<file path="src/rtl/dcache_bridge_pkg.sv">
// Shared types and constants for the data-cache to AXI bridge.
package dcache_bridge_pkg;

  typedef enum logic [2:0] {
    IDLE = 3'd0,
    AR   = 3'd1,
    R    = 3'd2,
    AWW  = 3'd3,
    B    = 3'd4,
    RESP = 3'd5
  } state_e;

  // Every transfer is a single 32-bit INCR beat.
  localparam logic [2:0] AXI_SIZE_WORD  = 3'b010;
  localparam logic [1:0] AXI_BURST_INCR = 2'b01;
  localparam logic [7:0] AXI_LEN_SINGLE = 8'd0;

  localparam int WEN_W  = 4;
  localparam int DATA_W = 32;
  localparam int CNT_W  = 2;

endpackage

</file>
<file path="src/rtl/axi_wr_tracker.sv">
// Count of posted AXI writes still waiting for their B response.
module axi_wr_tracker
  import dcache_bridge_pkg::*;
#(
  parameter int MAX_OUTSTANDING_WR = 3
) (
  input  logic             clk,
  input  logic             resetn,
  input  logic             inc,
  input  logic             dec,
  output logic [CNT_W-1:0] count,
  output logic             full,
  output logic             empty
);

  always_ff @(posedge clk) begin
    if (!resetn) begin
      count <= '0;
    end else if (inc && !dec) begin
      count <= count + 1'b1;
    end else if (dec && !inc) begin
      count <= count - 1'b1;
    end
  end

  assign full  = (count == CNT_W'(MAX_OUTSTANDING_WR));
  assign empty = (count == '0);

endmodule

</file>
<file path="src/rtl/dcache_axi_bridge.sv">
// Single-outstanding data-cache request to AXI4 single-beat bridge.
// BRIDGE_BRESP_WAIT_EN: defined = writes complete after B; undefined = posted writes.
module dcache_axi_bridge
  import dcache_bridge_pkg::*;
#(
  parameter int ADDR_W             = 32,
  parameter int MAX_OUTSTANDING_WR = 3
) (
  input  logic              clk,
  input  logic              resetn,
  input  logic              data_cache_req,
  input  logic [ADDR_W-1:0] data_cache_addr,
  input  logic [WEN_W-1:0]  data_cache_wen,
  input  logic [DATA_W-1:0] data_cache_wdata,
  output logic [DATA_W-1:0] data_cache_rdata,
  output logic              data_cache_dok,
  output logic [ADDR_W-1:0] araddr,
  output logic              arvalid,
  input  logic              arready,
  input  logic [DATA_W-1:0] rdata,
  input  logic              rvalid,
  output logic              rready,
  output logic [ADDR_W-1:0] awaddr,
  output logic              awvalid,
  input  logic              awready,
  output logic [DATA_W-1:0] wdata,
  output logic [WEN_W-1:0]  wstrb,
  output logic              wvalid,
  output logic              wlast,
  input  logic              wready,
  input  logic              bvalid,
  output logic              bready
);

  localparam logic [ADDR_W-1:0] ALIGN_MASK = ~ADDR_W'(3);

  state_e            state;
  logic [ADDR_W-1:0] addr_q;
  logic [WEN_W-1:0]  wen_q;
  logic [DATA_W-1:0] wdata_q;
  logic              posted;
  logic              rd_ok;
  logic              wr_ok;

  assign araddr = addr_q & ALIGN_MASK;
  assign awaddr = addr_q & ALIGN_MASK;
  assign wdata  = wdata_q;
  assign wstrb  = wen_q;
  assign wlast  = 1'b1;

  // AW and W retire independently; a channel already handshaken counts as done.
  assign posted = (state == AWW) && (!awvalid || awready) && (!wvalid || wready);

`ifdef BRIDGE_BRESP_WAIT_EN
  assign rd_ok = 1'b1;
  assign wr_ok = 1'b1;
`else
  logic [CNT_W-1:0] wr_count;
  logic             wr_full;
  logic             wr_empty;

  axi_wr_tracker #(.MAX_OUTSTANDING_WR(MAX_OUTSTANDING_WR)) u_wr_tracker (
    .clk    (clk),
    .resetn (resetn),
    .inc    (posted),
    .dec    (bvalid && !wr_empty),
    .count  (wr_count),
    .full   (wr_full),
    .empty  (wr_empty)
  );

  // Reads wait for all posted writes to drain so they observe written data.
  assign rd_ok  = (wr_count == '0);
  assign wr_ok  = !wr_full;
  assign bready = 1'b1;
`endif

  always_ff @(posedge clk) begin
    if (!resetn) begin
      state            <= IDLE;
      arvalid          <= 1'b0;
      rready           <= 1'b0;
      awvalid          <= 1'b0;
      wvalid           <= 1'b0;
      data_cache_dok   <= 1'b0;
      data_cache_rdata <= '0;
      addr_q           <= '0;
      wen_q            <= '0;
      wdata_q          <= '0;
`ifdef BRIDGE_BRESP_WAIT_EN
      bready           <= 1'b0;
`endif
    end else begin
      data_cache_dok <= 1'b0;
      case (state)
        IDLE: begin
          if (data_cache_req) begin
            if (data_cache_wen == '0) begin
              if (rd_ok) begin
                addr_q  <= data_cache_addr;
                wen_q   <= data_cache_wen;
                wdata_q <= data_cache_wdata;
                arvalid <= 1'b1;
                state   <= AR;
              end
            end else if (wr_ok) begin
              addr_q  <= data_cache_addr;
              wen_q   <= data_cache_wen;
              wdata_q <= data_cache_wdata;
              awvalid <= 1'b1;
              wvalid  <= 1'b1;
              state   <= AWW;
            end
          end
        end
        AR: begin
          if (arready) begin
            arvalid <= 1'b0;
            rready  <= 1'b1;
            state   <= R;
          end
        end
        R: begin
          if (rvalid) begin
            rready           <= 1'b0;
            data_cache_rdata <= rdata;
            data_cache_dok   <= 1'b1;
            state            <= RESP;
          end
        end
        AWW: begin
          if (awvalid && awready) awvalid <= 1'b0;
          if (wvalid && wready)   wvalid  <= 1'b0;
          if (posted) begin
`ifdef BRIDGE_BRESP_WAIT_EN
            bready <= 1'b1;
            state  <= B;
`else
            data_cache_dok <= 1'b1;
            state          <= RESP;
`endif
          end
        end
        B: begin
`ifdef BRIDGE_BRESP_WAIT_EN
          if (bvalid) begin
            bready         <= 1'b0;
            data_cache_dok <= 1'b1;
            state          <= RESP;
          end
`else
          state <= IDLE;
`endif
        end
        RESP:    state <= IDLE;
        default: state <= IDLE;
      endcase
    end
  end

endmodule

</file>
<file path="config.mk">
export PLATFORM = sky130hd
export DESIGN_NAME = dcache_axi_bridge
export DESIGN_NICKNAME = d
export VERILOG_FILES = /design/src/rtl/dcache_bridge_pkg.sv /design/src/rtl/axi_wr_tracker.sv /design/src/rtl/dcache_axi_bridge.sv
export SDC_FILE = /design/constraint.sdc
export NUM_CORES = 1
export LEC_CHECK = 0
export BUFFER_PORTS_ARGS = -buffer_cell sky130_fd_sc_hd__clkbuf_2
export CAP_MARGIN = 20
export CELL_PAD_IN_SITES_DETAIL_PLACEMENT = 0
export CELL_PAD_IN_SITES_GLOBAL_PLACEMENT = 1
export CORE_MARGIN = 2
export CORE_UTILIZATION = 32
export CTS_BUF_LIST = sky130_fd_sc_hd__clkbuf_8
export DETAILED_ROUTE_END_ITERATION = 7
export PLACE_DENSITY_LB_ADDON = 0.08
export SLEW_MARGIN = 20
export SYNTH_ARGS = -nofsm -noshare
export SYNTH_HDL_FRONTEND = slang
export SYNTH_SLANG_ARGS = --single-unit
</file>
<file path="constraint.sdc">
create_clock -name clk -period 2.1 [get_ports clk]
set_input_delay 0.21 -clock clk [delete_from_list [all_inputs] [get_ports clk]]
set_output_delay 0.21 -clock clk [all_outputs]
set_load 0.01 [all_outputs]
</file>
==> results.json <==
{
  "fin_nets": 824,
  "synth_commonest_cells": "nand2_1, dfxtp_1, mux2i_1, a21oi_1, buf_4",
  "synth.avg_cell_area_um2": 8.54,
  "yosysSeqAreaShare": 0.478,
  "finalCritPeriodShare": 0.818,
  "stdcell_count": 899,
  "met3_usage": 0.0474,
  "synth_ff_type": "dfxtp_1",
  "syn-cell-area_um2": 4520,
  "grt_pass1_wl_um": 17100,
  "ys_ff_latch": 108,
  "ys_top_cells_by_area": "dfxtp_1, nand2_1, mux2i_1",
  "ant_nets": 0,
  "tightest_slew_ns": 0.696,
  "cts_tree": "done",
  "place_inst": 884,
  "area_growth_pct": 28.7,
  "drv_cap": 0,
  "critPathLaunch": "state[2]",
  "fp.dieH_um": 123,
  "antenna_found_initial": 0,
  "drt_first_pass_iters": 4,
  "clock_latency_ns": 0.37,
  "max_slew_margin": 0.536,
  "cts.sinks": 108,
  "slew_violations": 0,
  "powerDensity_nw_per_um2": 832,
  "route.detailed.drc": 0,
  "crit_path_end_kind": "flip-flop",
  "grt.busiest_layer": "met2",
  "rsz0062_at_grt": "no",
  "synth.top_cell.area_share": 0.478,
  "crit_arrival_ns": 2.01,
  "coreArea_um2": 13800,
  "vdd_drop_max_v": 0.000279,
  "power_w": 0.00484,
  "port_buffers": 238,
  "cts_setup_buffers": 0,
  "grt_pass1_vias": 3558,
  "dieArea_um2": 15100,
  "setup_tns_ns": 0,
  "synth_edf_count": 0,
  "cp_max_fo": 66,
  "row_count": 43,
  "cts-root-buf": "clkbuf_8",
  "finalHoldViolCount": 0,
  "die_x_um": 123,
  "drive_gt1_frac": 0.364,
  "p_leak_nw": 2.80,
  "grt_max_degree": 136,
  "yosys_warnings": 0,
  "initial_core_util": 0.327,
  "cts_hold_repair.buffers": 0,
  "io_pins": 247,
  "use_met2": 0.221,
  "fin_util": 0.421,
  "synth_area_leader_cell": "dfxtp_1",
  "critPathRequiredTime_ns": 2.39,
  "htree_num_levels": 3,
  "skew_ns": 0.0130,
  "grtUsageTotal": 0.145,
  "place_hpwl_um": 8120,
  "netlist-cell-type-count": 36,
  "async_flop_share": 0,
  "setup_viol": 0,
  "cts_resized": 0,
  "place_congestion": 0.711,
  "routed_wl_um": 11300,
  "min_from": "rdata[14]",
  "fmax_mhz": 582,
  "ctsLongestPathBuffers": 2,
  "start_kind": "flip-flop",
  "vias": 3955,
  "via_per_inst": 4.40,
  "numCtsBuffers": 9,
  "netlist_instances": 529,
  "outcome": "finished clean",
  "reg2reg_from": "state[2]",
  "grt_use_met1": 0.185,
  "synth_most_common_cell": "nand2_1",
  "drtIter0Drc": 169,
  "n_antenna_cell": 0,
  "holdCritPathClass": "primary input to flip-flop",
  "clk_pin_slew_ns": 0.10,
  "fin_crit_ns": 1.72,
  "post_drt_wl_per_cell_um": 12.6,
  "crit_type": "flip-flop to flip-flop",
  "gr-total-overflow": 0
}
-- report_power, final --
part	internal [W]	total, W	leakage (nW)	switching, W
combinational	0.000498	0.00110	1.81	0.000600
sequential	0.00225	0.00239	0.882	0.000141
clock	0.000658	0.00135	0.106	0.000693
total	0.00341	0.00484	2.80	0.00143
-- layer usage --
metal  part of all wire  up-vias
met4              0.016        0
met1               0.44     1759
met2               0.46      141
met5                  0        -
met3              0.091       15
li1                   -     2040
-- state kept, by name (all words and copies together), names as in the netlist --
| signal | count |
|---|---|
| wstrb | 4 |
| data_cache_rdata | 32 |
| addr_q | 30 |
| data_cache_dok | 1 |
| state | 3 |
| wdata | 32 |
| awvalid | 1 |
| arvalid | 1 |
| rready | 1 |
| u_wr_tracker.count | 2 |
| wvalid | 1 |
-- cell type report --
class,count,area (um^2)
clock inverters,6,81.3
repair buffers,244,1280
multi-input cells,346,1920
well taps,180,225
flip-flops and latches,108,2160
clock buffers,9,124
fillers,1458,8010
inverters,6,22.5
-- worst max-delay path, stage by stage, from the launching register on --
cell,delay (ns)
dfxtp_1,0.38
nor2_1,0.31
o2111a_4,0.27
buf_12,0.34
mux2i_1,0.25
-- worst paths after layout --
path / cells past startpoint / to / slack, ns
worst max-delay path: 4 / wdata[13] / 0.38
worst min-delay path: 3 / data_cache_rdata[14] / 0.05
worst max register to register: 4 / wdata[13] / 0.38
worst min register to register: 2 / data_cache_rdata[16] / 0.46
-- stage by stage --
step,area [um^2],setup WS (ns),hold slack [ns]
floorplan,4530,0.439,0.346
global placement,5610,0.360,0.433
detailed placement,5610,0.344,0.439
CTS,5820,0.370,0.0205
global route,5820,0.227,0.0361
finish,5820,0.382,0.0463
-- placed cells by master (no fill, tap or decap), drive strengths merged, types with 2 or more instances in the layout --
master	count
xor2	2
dfxtp	108
nor3	2
mux2i	67
nand2	198
o211a	2
clkbuf	246
clkinv	2
conb	6
a211oi	2
nor2b	4
buf	7
and3	3
bufinv	2
inv	7
a21oi	36
o21ai	4
nor2	3
-- kinds of logic (layout without fill, tap and decap cells) --
family / after synthesis / in the layout / synth area share
buf+inv: 79 / 265 / 0.104
mux: 68 / 68 / 0.151
fa+ha+maj: 1 / 1 / 0.00277
xor+xnor: 2 / 2 / 0.00388
compound gates: 50 / 50 / 0.0637
simple gates: 219 / 219 / 0.194
flops: 108 / 108 / 0.478
other cells: 2 / 6 / 0.00166
No activity file was read; power rests on OpenSTA's default activity.
